## src/rtl/di_fifo_terminal.sv

```systemverilog
// Host-side terminal on the di_* bus: host writes to the data window feed a TX FIFO,
// host reads from it drain an RX FIFO, with a shared STATUS/CONTROL register pair.
module di_fifo_terminal #(
  parameter logic [15:0] TERM_ADDR      = 16'h0050,
  parameter int          DEPTH          = 16,
  parameter int          AW             = 4,
  parameter int          NUM_DATA_BYTES = 4
) (
  input  logic        clk,
  input  logic        reset_n,
  input  logic [15:0] di_term_addr,
  input  logic [31:0] di_reg_addr,
  input  logic        di_read_mode,
  input  logic        di_write_mode,
  input  logic        di_read,
  input  logic        di_write,
  input  logic [31:0] di_reg_datai,
  output logic        di_read_rdy,
  output logic [31:0] di_reg_datao,
  output logic        di_write_rdy,
  output logic [15:0] di_transfer_status,
  output logic [31:0] tx_data,
  output logic        tx_valid,
  input  logic        tx_ready,
  input  logic [31:0] rx_data,
  input  logic        rx_valid,
  output logic        rx_ready
);

  localparam logic [AW:0]   CNT_FULL  = (AW+1)'(DEPTH);
  localparam logic [AW:0]   CNT_ONE   = (AW+1)'(1);
  localparam logic [AW-1:0] PTR_ONE   = AW'(1);
  localparam logic [1:0]    BEAT_LAST = 2'(NUM_DATA_BYTES - 1);

  logic [31:0]   tx_mem [DEPTH];
  logic [31:0]   rx_mem [DEPTH];

  logic [AW-1:0] tx_wptr_q, tx_wptr_d, tx_rptr_q, tx_rptr_d;
  logic [AW-1:0] rx_wptr_q, rx_wptr_d, rx_rptr_q, rx_rptr_d;
  logic [AW:0]   tx_cnt_q, tx_cnt_d, rx_cnt_q, rx_cnt_d;
  logic          ovf_q, ovf_d, bad_q, bad_d, err_q, err_d;
  logic [1:0]    rd_beat_q, rd_beat_d;

  logic          sel, dwin, is_status, is_ctrl;
  logic          wr_stb, rd_stb;
  logic          tx_full, rx_empty;
  logic          tx_push, tx_pop, rx_push, rx_pop;
  logic          flush, clr_sticky, ovf_evt, wr_bad, rd_bad, pop_try;
  logic [31:0]   status_word;
  logic          unused_addr_bits;

  assign unused_addr_bits = ^di_reg_addr[31:8];

  // Address decode and access qualification
  assign sel       = (di_term_addr == TERM_ADDR);
  assign dwin      = ~di_reg_addr[7];
  assign is_status = (di_reg_addr[7:0] == 8'h80);
  assign is_ctrl   = (di_reg_addr[7:0] == 8'h81);

  assign wr_stb = sel & di_write;
  assign rd_stb = sel & di_read_mode & di_read;

  assign tx_full  = (tx_cnt_q == CNT_FULL);
  assign rx_empty = (rx_cnt_q == '0);

  assign tx_push    = wr_stb & dwin & ~tx_full;
  assign ovf_evt    = wr_stb & dwin & tx_full;
  assign flush      = wr_stb & is_ctrl & di_reg_datai[0];
  assign clr_sticky = wr_stb & is_ctrl & di_reg_datai[1];
  assign wr_bad     = wr_stb & ~dwin & ~is_ctrl;

  // Only the first beat of each host word pops the RX FIFO
  assign pop_try = rd_stb & (rd_beat_q == 2'd0) & dwin;
  assign rx_pop  = pop_try & ~rx_empty;
  assign rd_bad  = (pop_try & rx_empty) | (rd_stb & ~dwin & ~is_status);

  assign tx_valid = (tx_cnt_q != '0);
  assign tx_data  = tx_mem[tx_rptr_q];
  assign tx_pop   = tx_valid & tx_ready;

  assign rx_ready = (rx_cnt_q != CNT_FULL);
  assign rx_push  = rx_valid & rx_ready;

  assign status_word = {ovf_q, bad_q, 14'b0, 8'(tx_cnt_q), 8'(rx_cnt_q)};

  // Host-facing outputs are combinational from registers and bus inputs
  assign di_read_rdy  = ~sel | ~di_read_mode | ~dwin | ~rx_empty;
  assign di_write_rdy = ~sel | ~dwin | ~tx_full;
  assign di_transfer_status = sel ? {15'b0, err_q} : 16'h0000;

  always_comb begin
    di_reg_datao = 32'h0;
    if (sel && di_read_mode) begin
      if (dwin) begin
        di_reg_datao = rx_empty ? 32'h0 : rx_mem[rx_rptr_q];
      end else if (is_status) begin
        di_reg_datao = status_word;
      end
    end
  end

  // FIFO pointer and count next-state; flush overrides every push and pop
  always_comb begin
    tx_wptr_d = tx_wptr_q;
    tx_rptr_d = tx_rptr_q;
    tx_cnt_d  = tx_cnt_q;
    rx_wptr_d = rx_wptr_q;
    rx_rptr_d = rx_rptr_q;
    rx_cnt_d  = rx_cnt_q;
    if (flush) begin
      tx_wptr_d = '0;
      tx_rptr_d = '0;
      tx_cnt_d  = '0;
      rx_wptr_d = '0;
      rx_rptr_d = '0;
      rx_cnt_d  = '0;
    end else begin
      if (tx_push) tx_wptr_d = tx_wptr_q + PTR_ONE;
      if (tx_pop)  tx_rptr_d = tx_rptr_q + PTR_ONE;
      case ({tx_push, tx_pop})
        2'b10:   tx_cnt_d = tx_cnt_q + CNT_ONE;
        2'b01:   tx_cnt_d = tx_cnt_q - CNT_ONE;
        default: tx_cnt_d = tx_cnt_q;
      endcase
      if (rx_push) rx_wptr_d = rx_wptr_q + PTR_ONE;
      if (rx_pop)  rx_rptr_d = rx_rptr_q + PTR_ONE;
      case ({rx_push, rx_pop})
        2'b10:   rx_cnt_d = rx_cnt_q + CNT_ONE;
        2'b01:   rx_cnt_d = rx_cnt_q - CNT_ONE;
        default: rx_cnt_d = rx_cnt_q;
      endcase
    end
  end

  // Stickies: a new event wins over a same-cycle clear
  always_comb begin
    ovf_d = ovf_q;
    bad_d = bad_q;
    err_d = err_q;
    if (ovf_evt) begin
      ovf_d = 1'b1;
    end else if (clr_sticky) begin
      ovf_d = 1'b0;
    end
    if (wr_bad || rd_bad) begin
      bad_d = 1'b1;
    end else if (clr_sticky) begin
      bad_d = 1'b0;
    end
    if (ovf_evt || wr_bad || rd_bad) begin
      err_d = 1'b1;
    end else if (sel && !di_read_mode && !di_write_mode) begin
      err_d = 1'b0;
    end
  end

  always_comb begin
    rd_beat_d = rd_beat_q;
    if (sel && !di_read_mode) begin
      rd_beat_d = 2'd0;
    end else if (rd_stb) begin
      rd_beat_d = (rd_beat_q == BEAT_LAST) ? 2'd0 : rd_beat_q + 2'd1;
    end
  end

  always_ff @(posedge clk or negedge reset_n) begin
    if (!reset_n) begin
      tx_wptr_q <= '0;
      tx_rptr_q <= '0;
      tx_cnt_q  <= '0;
      rx_wptr_q <= '0;
      rx_rptr_q <= '0;
      rx_cnt_q  <= '0;
      ovf_q     <= 1'b0;
      bad_q     <= 1'b0;
      err_q     <= 1'b0;
      rd_beat_q <= 2'd0;
    end else begin
      tx_wptr_q <= tx_wptr_d;
      tx_rptr_q <= tx_rptr_d;
      tx_cnt_q  <= tx_cnt_d;
      rx_wptr_q <= rx_wptr_d;
      rx_rptr_q <= rx_rptr_d;
      rx_cnt_q  <= rx_cnt_d;
      ovf_q     <= ovf_d;
      bad_q     <= bad_d;
      err_q     <= err_d;
      rd_beat_q <= rd_beat_d;
    end
  end

  // Storage arrays carry no reset; validity is tracked by the counts
  always_ff @(posedge clk) begin
    if (tx_push) tx_mem[tx_wptr_q] <= di_reg_datai;
    if (rx_push) rx_mem[rx_wptr_q] <= rx_data;
  end

endmodule

```

## config.mk

```make
export PLATFORM = sky130hd
export DESIGN_NAME = di_fifo_terminal
export DESIGN_NICKNAME = d
export VERILOG_FILES = /design/src/rtl/di_fifo_terminal.sv
export SDC_FILE = /design/constraint.sdc
export NUM_CORES = 1
export LEC_CHECK = 0
export CAP_MARGIN = 20
export CORE_UTILIZATION = 45
export DETAILED_ROUTE_END_ITERATION = 7
export PLACE_DENSITY_LB_ADDON = 0.08
export SYNTH_ARGS = -nofsm -noshare
export SYNTH_HDL_FRONTEND = slang
export SYNTH_SLANG_ARGS = --single-unit
```

## constraint.sdc

```tcl
create_clock -name clk -period 9.9 [get_ports clk]
set_clock_uncertainty 0.2 [all_clocks]
set_input_delay 2.475 -clock clk [delete_from_list [all_inputs] [get_ports clk]]
set_output_delay 2.475 -clock clk [all_outputs]
set_load 0.01 [all_outputs]
```

# After elaboration in Yosys (flattened, before gate mapping)
# Memories as Yosys holds them, arrays and structs flattened.
# Index checks and enable logic that the tools add are counted.
dict set report totals {
  elab_cells 113
  ram_bits 1024
  input_bits 120
  n_memories 2
  out_inout_bits 84
  ff_bits 31
}
dict set report classes {
  muxes 29
  bitwise 32
  addsub 9
  n_eq_ne 10
  n_reduce_logical 21
}
# memory depth width read_ports rd_clocked_by_memory_dff write_ports line
set memory_table {}
lappend memory_table {rx_mem 16 32 1 0 1 36} ;# logic [31:0] rx_mem [DEPTH];
lappend memory_table {tx_mem 16 32 1 0 1 35} ;# logic [31:0] tx_mem [DEPTH];
# cell n
set op_table {}
lappend op_table {{$mux W32} 4}
lappend op_table {{$mux W4} 8}
lappend op_table {{$pmux W5 S2} 2}
lappend op_table {{$and A1 B1 Y1} 19}
lappend op_table {{$add A4 B1 Y4 const B} 4}
lappend op_table {{$eq A16 B7 Y1 const B} 1}
lappend op_table {{$eq A8 B8 Y1 const B} 2}
lappend op_table {{$reduce_bool A2 Y1} 8}
lappend op_table {{$add A5 B1 Y5 const B} 2}
lappend op_table {{$mux W1} 10}
lappend op_table {{$mux W5} 2}
lappend op_table {{$sub A5 B1 Y5 const B} 2}
lappend op_table {{$not A1 Y1} 7}
lappend op_table {{$eq A2 B2 Y1 const B} 3}
lappend op_table {{$mux W2} 3}
lappend op_table {{$or A1 B1 Y1} 6}
lappend op_table {{$reduce_bool A3 Y1} 2}
lappend op_table {{$eq A5 B5 Y1 const B} 1}
lappend op_table {{$logic_not A5 Y1} 1}
lappend op_table {{$ne A5 B5 Y1 const B} 1}
lappend op_table {{$reduce_bool A5 Y1} 1}
lappend op_table {{$eq A2 B1 Y1 const B} 2}
lappend op_table {{$logic_and A1 B1 Y1} 3}
lappend op_table {{$logic_or A1 B1 Y1} 3}
lappend op_table {{other kinds (3)} 4}

# Depth between registers and ports, before layout
# Gate-level depths: netlist of the first run.
dict set report logic_depth {
  depth_word 9
  depth_mapped 12
  ltp_nobuf 12
}

# Worst setup path before layout of the first run
# Ideal clock, no wire load.
dict set report synth_timing {
  path_kind {input-to-reg}
  from {input port di_term_addr[2]}
  to {memory tx_mem[2][0], enable pin}
  setup_time_ps 502
  arrival_time_ps 6453
  stages 5
  setup_slack_ps 2745
  n_path_buf 1
  path_cell_list {nor4b_1 -> and4_1 -> buf_2 -> nand2_1 -> nor4_1}
}
dict set report synth_between {
  elab_chain_cells 6
}
# element line
set synth_rtl {}
lappend synth_rtl {{from (decl)} 11} ;# input logic [15:0] di_term_addr,
lappend synth_rtl {{$eq A16 B7 Y1} 55} ;# assign sel = (di_term_addr == TERM_ADDR);
lappend synth_rtl {{$and A1 B1 Y1} 60} ;# assign wr_stb = sel & di_write;
lappend synth_rtl {{$and A1 B1 Y1 (2 in a row)} 66} ;# assign tx_push = wr_stb & dwin & ~tx_full;
lappend synth_rtl {{$mux W1} 194} ;# if (tx_push) tx_mem[tx_wptr_q] <= di_reg_datai;
lappend synth_rtl {{$mux W1 (implied by the code)} 194}
lappend synth_rtl {{to (decl)} 35}
# No other way between the ends.

# Worst setup path in the final report of the first run
dict set report layout_timing {
  from {input port di_term_addr[7]}
  to {output port di_reg_datao[29]}
}
dict set report layout_between {
  elab_chain_cells 3
}
# element line
set layout_rtl {}
lappend layout_rtl {{$eq A16 B7 Y1} 55}
lappend layout_rtl {{$logic_and A1 B1 Y1} 93} ;# if (sel && di_read_mode) begin
lappend layout_rtl {{$mux W32} 93}
lappend layout_rtl {{to (decl)} 19} ;# output logic [31:0] di_reg_datao,
# No other way between the ends.

==> flow_metrics.tcl, run 1 <==
set metrics [dict create \
    first_pass_iters 7 \
    crit_family "buffers and inverters" \
    clock-sinks 1055 \
    clockRootBuffer "clkbuf_16" \
    wl_per_cell_um 27.7 \
    die_x_um 304 \
    area_growth_pct 16.3 \
    rrSetupSlack_ns 6.51 \
    clk_pin_slew_ns 0.06 \
    drt-total-wl_um 91500 \
    maxCapViolations 0 \
    dpl-instance-area_um2 44200 \
    dp_hpwl_um 48000 \
    ys.flop_type "edfxtp_1" \
    die_area_um2 92500 \
    grt_max_degree 111 \
    rsz0062_at_grt "false" \
    hold_buffers 0 \
    insertion_delay_ns 0.67 \
    num_rows 110 \
    timing.hold.ws_ns 0.283 \
    met3_usage 0.0334 \
    crit_buf_inv 5 \
    path_cells "clkdlybuf4s50_1, nor4b_1, buf_4, and4_1, buf_4, and3_1, nand2b_1, buf_4, nor2b_1, clkdlybuf4s50_1" \
    crit_path_max_fanout 20 \
    cts_buffers 110 \
    finalCritPeriodShare 0.825 \
    fmax_mhz 122 \
    finalInstanceArea_um2 47800 \
    yosysTopAreaCell "edfxtp_1" \
    leakage_nw 14.9 \
    yosysWarnings 0 \
    power.density_nw_per_um2 238 \
    synth_cells 1799 \
    gp_routability_congestion 0.782 \
    max-slew-margin-rel 0.325 \
    status "complete, no violations" \
    ys_top_cells_by_count "edfxtp_1, mux4_2, nand2_1, clkbuf_1, dfrtp_1" \
    grt_pass1_vias 19900 \
    postRouteAntennaNets 0 \
    coreArea_um2 90300 \
    crit_path_max_incr_delay_ns 0.57 \
    hold_depth 2 \
    finalSetupViolations 0 \
    cp.required_ns 7.23 \
    start_kind "input port" \
    drive_gt1_frac 0.263 \
    ys_seq_area_frac 0.767 \
    grt.busiest_layer "met2" \
    ys_ff_latch 1055 \
    peakVddDrop_mv 0.169 \
    synth_top_area_share 0.748 \
    drtIter0Drc 1463 \
    antenna_found_initial 10 \
    clock_path_buffers 3 \
    h-tree-depth 3 \
    crit_path_top_delay_cell "clkdlybuf4s50_1" \
    drc 0 \
    hold_path_class "reg2reg" \
    ys_types 51 \
    die_y_um 304 \
    tightest_slew_ns 1.01 \
    finalHoldViolCount 0 \
    cp.arrival_ns 5.49 \
    grt_overflow 0 \
    hold_start "ovf_q$_DFFE_PN0P_" \
    vias_per_cell 5.70 \
    r2r-end "tx_mem[9][21]$_DFFE_PP_" \
    use_met1 0.259 \
    ys_top_cells_by_area "edfxtp_1, mux4_2, dfrtp_1" \
    critPathKind "in2out" \
    fin_crit_ns 8.17 \
    final.setup.tns_ns 0 \
    io_pins 204 \
    ctsResizeCount 0 \
    async_flop_share 0.0294 \
    synth.avg_cell_area_um2 22.8 \
    synth_edf_count 1024 \
    cpMostUsedCell "buf_4" \
    syn-cell-area_um2 41100 \
    numPortBuffers 164 \
    cts_tree "yes" \
    cts_setup_buffers 0 \
    grtUsageTotal 0.201 \
    r2r-start "tx_cnt_q[1]$_DFFE_PN0P_" \
    gr-usage-met2 0.351 \
    vias 18800 \
    endpoint_kind "output pin" \
    fin_nets 2166 \
    synth.most_common_cell "edfxtp_1" \
    grt_pass1_wl_um 134000 \
    ff2ff_path_depth 6 \
    slew_violations 0 \
    min_to "ovf_q$_DFFE_PN0P_" \
    start_util 0.455 \
]
-- cell usage in the layout, fill, tap and decap left out, types with 5 or more instances in the layout --
| cell type | count |
|---|---|
| a21oi_1 | 29 |
| nand4_1 | 8 |
| nor2b_1 | 22 |
| mux4_2 | 308 |
| xor2_1 | 10 |
| ha_1 | 16 |
| buf_4 | 46 |
| conb_1 | 15 |
| mux2i_1 | 15 |
| clkinv_1 | 30 |
| nand2_1 | 63 |
| clkdlybuf4s50_1 | 164 |
| nor2_1 | 17 |
| dfrtp_1 | 23 |
| bufinv_16 | 13 |
| nand2b_1 | 7 |
| clkinv_2 | 20 |
| and2_2 | 16 |
| dfrtp_4 | 5 |
| inv_1 | 17 |
| and3_1 | 6 |
| edfxtp_1 | 1024 |
| xnor2_1 | 6 |
| clkbuf_1 | 21 |
| nand3_1 | 8 |
| clkbuf_16 | 111 |
| a22oi_1 | 22 |
-- sequential cells by signal, indices dropped and copies added, names as in the netlist --
register and cells:
bad_q 1, err_q 1, tx_rptr_q 4, rd_beat_q 2
ovf_q 1, tx_mem 512, rx_rptr_q 4, tx_cnt_q 5
rx_cnt_q 5, rx_mem 512, tx_wptr_q 4, rx_wptr_q 4
-- final cells by class --
cell class                 instances  area [um2]
fill                            6976       42500
inverter                          18        67.6
clock inverter                    74         732
antenna                            1        2.50
sequential                      1055       31500
timing repair buffer             214        2070
multi-input combinational        630        9050
tap                             1176        1470
clock buffer                     132        2860
-- power breakdown --
group	switching [W]	internal, W
registers	0.000169	0.00515
clock network	0.00167	0.00239
logic	0.000961	0.00105
-- kinds of logic (layout without fill, tap and decap cells) --
group	after synthesis	count (layout)	share of synthesized area
AO/OA/AOI/OAI	68	68	0.0105
XOR/XNOR	16	16	0.00341
adder cells (fa/ha/maj)	17	17	0.00536
buffers and inverters	128	438	0.0158
flip-flops	1055	1055	0.767
multiplexers	325	325	0.173
other	1	16	0.0000913
AND/OR/NAND/NOR	189	189	0.0246
-- per-layer routing --
| metal | vias to the layer above | share of wire |
|---|---|---|
| met5 | - | 0.00093 |
| li1 | 8055 | - |
| met2 | 441 | 0.53 |
| met3 | 161 | 0.046 |
| met1 | 10100 | 0.40 |
| met4 | 14 | 0.022 |
-- worst max path at each step --
stage                    start                      to  slack (ns)  cells after the start
2_1_floorplan  di_term_addr[2]  tx_mem[2][0]$_DFFE_PP_        2.75                      5
3_3_place_gp   di_term_addr[7]        di_reg_datao[23]        1.71                     10
3_5_place_dp   di_term_addr[7]        di_reg_datao[29]        1.68                     10
4_1_cts        di_term_addr[7]        di_reg_datao[29]        1.64                     10
5_1_grt        di_term_addr[7]        di_reg_datao[29]        1.50                     10
6_report       di_term_addr[7]        di_reg_datao[29]        1.73                     10
-- metrics by stage --
step,util,std cells,setup slack [ns],total power (W)
3_5_place_dp,0.489,3092,1.68,0.00749
3_3_place_gp,0.489,3092,1.71,0.00746
6_report,0.529,3300,1.73,0.0114
2_1_floorplan,-,1813,2.75,0.00666
4_1_cts,0.529,3298,1.64,0.0116
5_1_grt,0.529,3300,1.50,0.0118
-- worst register-to-register path, stage by stage (launching register included) --
cell,delay (ns)
dfrtp_1,0.48
nor4_1,0.16
a211oi_2,0.53
nand2_1,0.33
nor3b_1,0.41
and2_2,0.38
buf_4,0.50
Power figures use the tool's default switching activity.
==> run 2, diff against run 1 <==
clock period = 6.55 ns   (was 9.9 ns; I/O delays follow)
==> flow_metrics.tcl, run 2 (synthesis results as in run 1) <==
set metrics [dict create \
    coreArea_um2 90300 \
    drtIter0Drc 1499 \
    status "complete, no violations" \
    die_area_um2 92500 \
    wl_per_cell_um 28.4 \
    cp.arrival_ns 4.36 \
    crit_path_max_incr_delay_ns 0.56 \
    finalCritPeriodShare 0.947 \
    cts_tree "yes" \
    die_y_um 304 \
    final.setup.tns_ns 0 \
    cpMostUsedCell "buf_4" \
    fmax_mhz 161 \
    seqCellArea_um2 31500 \
    clk_pin_slew_ns 0.06 \
    first_pass_iters 5 \
    reg.largest.list "rx_mem (512), tx_mem (512)" \
    hold_path_class "reg2reg" \
    drive_gt1_frac 0.268 \
    dp_hpwl_um 51700 \
    area_growth_pct 16.8 \
    io_pins 204 \
    leakage_nw 15.0 \
    vias 18900 \
    final_common_cell "edfxtp_1" \
    grt_pass1_wl_um 138000 \
    max-slew-margin-rel 0.291 \
    hold_buffers 0 \
    cts_setup_buffers 0 \
    layout_common_cells "edfxtp_1, mux4_2, clkdlybuf4s50_1" \
    maxCapViolations 0 \
    cts_buffers 109 \
    drc 0 \
    gp_routability_congestion 0.764 \
    rsz0062_at_grt "false" \
    grt_overflow 0 \
    crit_path_max_fanout 11 \
    h-tree-depth 3 \
    grt_pass1_vias 20200 \
    insertion_delay_ns 0.66 \
    grtUsageTotal 0.208 \
    path_cells "clkdlybuf4s50_1, nor4b_1, buf_4, and4_1, buf_4, and3_1, buf_4, a21oi_1, a21oi_1, clkdlybuf4s50_1" \
    clock_path_buffers 3 \
    start_util 0.455 \
    critPathKind "in2out" \
    drt-total-wl_um 94200 \
    clock-sinks 1055 \
    peakVddDrop_mv 0.205 \
    slew_violations 0 \
    antenna_found_initial 12 \
    power.density_nw_per_um2 355 \
    vias_per_cell 5.70 \
    timing.hold.ws_ns 0.290 \
    finalHoldViolCount 0 \
    multi_input_area_um2 9050 \
    num_rows 110 \
    fill_cells 6979 \
    crit_family "buffers and inverters" \
    clockRootBuffer "clkbuf_16" \
    endpoint_kind "output pin" \
    die_x_um 304 \
    grt_max_degree 58 \
    fin_crit_ns 6.20 \
    tightest_slew_ns 1.06 \
    start_kind "input port" \
    ctsResizeCount 0 \
    crit_buf_inv 5 \
    fin_nets 2181 \
    postRouteAntennaNets 0 \
    finalSetupViolations 0 \
    crit_path_top_delay_cell "clkdlybuf4s50_1" \
    numPortBuffers 164 \
    cp.required_ns 4.71 \
]
[run 2: cell count changes in the layout (fill, tap and decap cells not counted), sizes merged]
cell / change
bufinv: -7
clkinvlp: +1
diode: +3
clkbuf: +2
buf: +16
inv: -2
clkinv: +1
[run 2: through the flow]
| step | std cells | util | cell area, um2 | setup slack (ns) | total power (W) |
|---|---|---|---|---|---|
| 2_1_floorplan | 1813 | - | 41100 | 0.233 | 0.0101 |
| 3_3_place_gp | 3108 | 0.493 | 44500 | 0.339 | 0.0113 |
| 3_5_place_dp | 3108 | 0.493 | 44500 | 0.296 | 0.0114 |
| 4_1_cts | 3309 | 0.531 | 48000 | 0.257 | 0.0173 |
| 5_1_grt | 3311 | 0.531 | 48000 | 0.137 | 0.0177 |
| 6_report | 3314 | 0.531 | 48000 | 0.350 | 0.0170 |
[run 2: power breakdown]
part,total [W],leakage [nW],internal [W],switching (W)
registers,0.00812,9.60,0.00779,0.000332
logic,0.00301,3.71,0.00161,0.00140
clock network,0.00590,1.67,0.00340,0.00251
total,0.0170,15.0,0.0128,0.00424
[run 2: tightest hold or removal path, cell delays in order (launching register included)]
cell     delay, ns
dfrtp_1       0.35
nand2_1       0.05
nand2_1       0.05
[run 2: area by class of cell]
| class | instances | share of cell area |
|---|---|---|
| Sequential cell | 1055 | 0.657 |
| Multi-Input combinational cell | 630 | 0.189 |
| Clock buffer | 134 | 0.0610 |
| Timing Repair Buffer | 230 | 0.0503 |
| Tap cell | 1176 | 0.0307 |
| Clock inverter | 67 | 0.0103 |
| Inverter | 18 | 0.00141 |
| Antenna cell | 4 | 0.000209 |
[run 2: worst paths after layout]
path | from | endpoint | slack (ns) | cells past startpoint
worst max register to register | tx_cnt_q[0]$_DFFE_PN0P_ | tx_mem[7][12]$_DFFE_PP_ | 3.35 | 6
worst min register to register | ovf_q$_DFFE_PN0P_ | ovf_q$_DFFE_PN0P_ | 0.29 | 2
worst min-delay path | ovf_q$_DFFE_PN0P_ | ovf_q$_DFFE_PN0P_ | 0.29 | 2
worst max-delay path | di_term_addr[7] | di_reg_datao[8] | 0.35 | 10
max in group asynchronous | reset_n | tx_rptr_q[1]$_DFFE_PN0P_ | 4.60 | 2
min in group asynchronous | reset_n | rx_cnt_q[3]$_DFFE_PN0P_ | 1.18 | 2
[run 2: layer usage]
metal,share of wire,GRT usage,up-vias
met2,0.52,0.362,444
met5,0.00085,0,-
met4,0.024,0.0569,14
li1,-,-,8080
met1,0.41,0.270,10200
met3,0.047,0.0347,141
==> run 3, diff against run 2 <==
HOLD_SLACK_MARGIN = 0.06   (was not set)
SKIP_LAST_GASP = 1   (was not set)
==> results of run 3 <==
No change in the layout: final DEF, timing and power equal those of run 2.
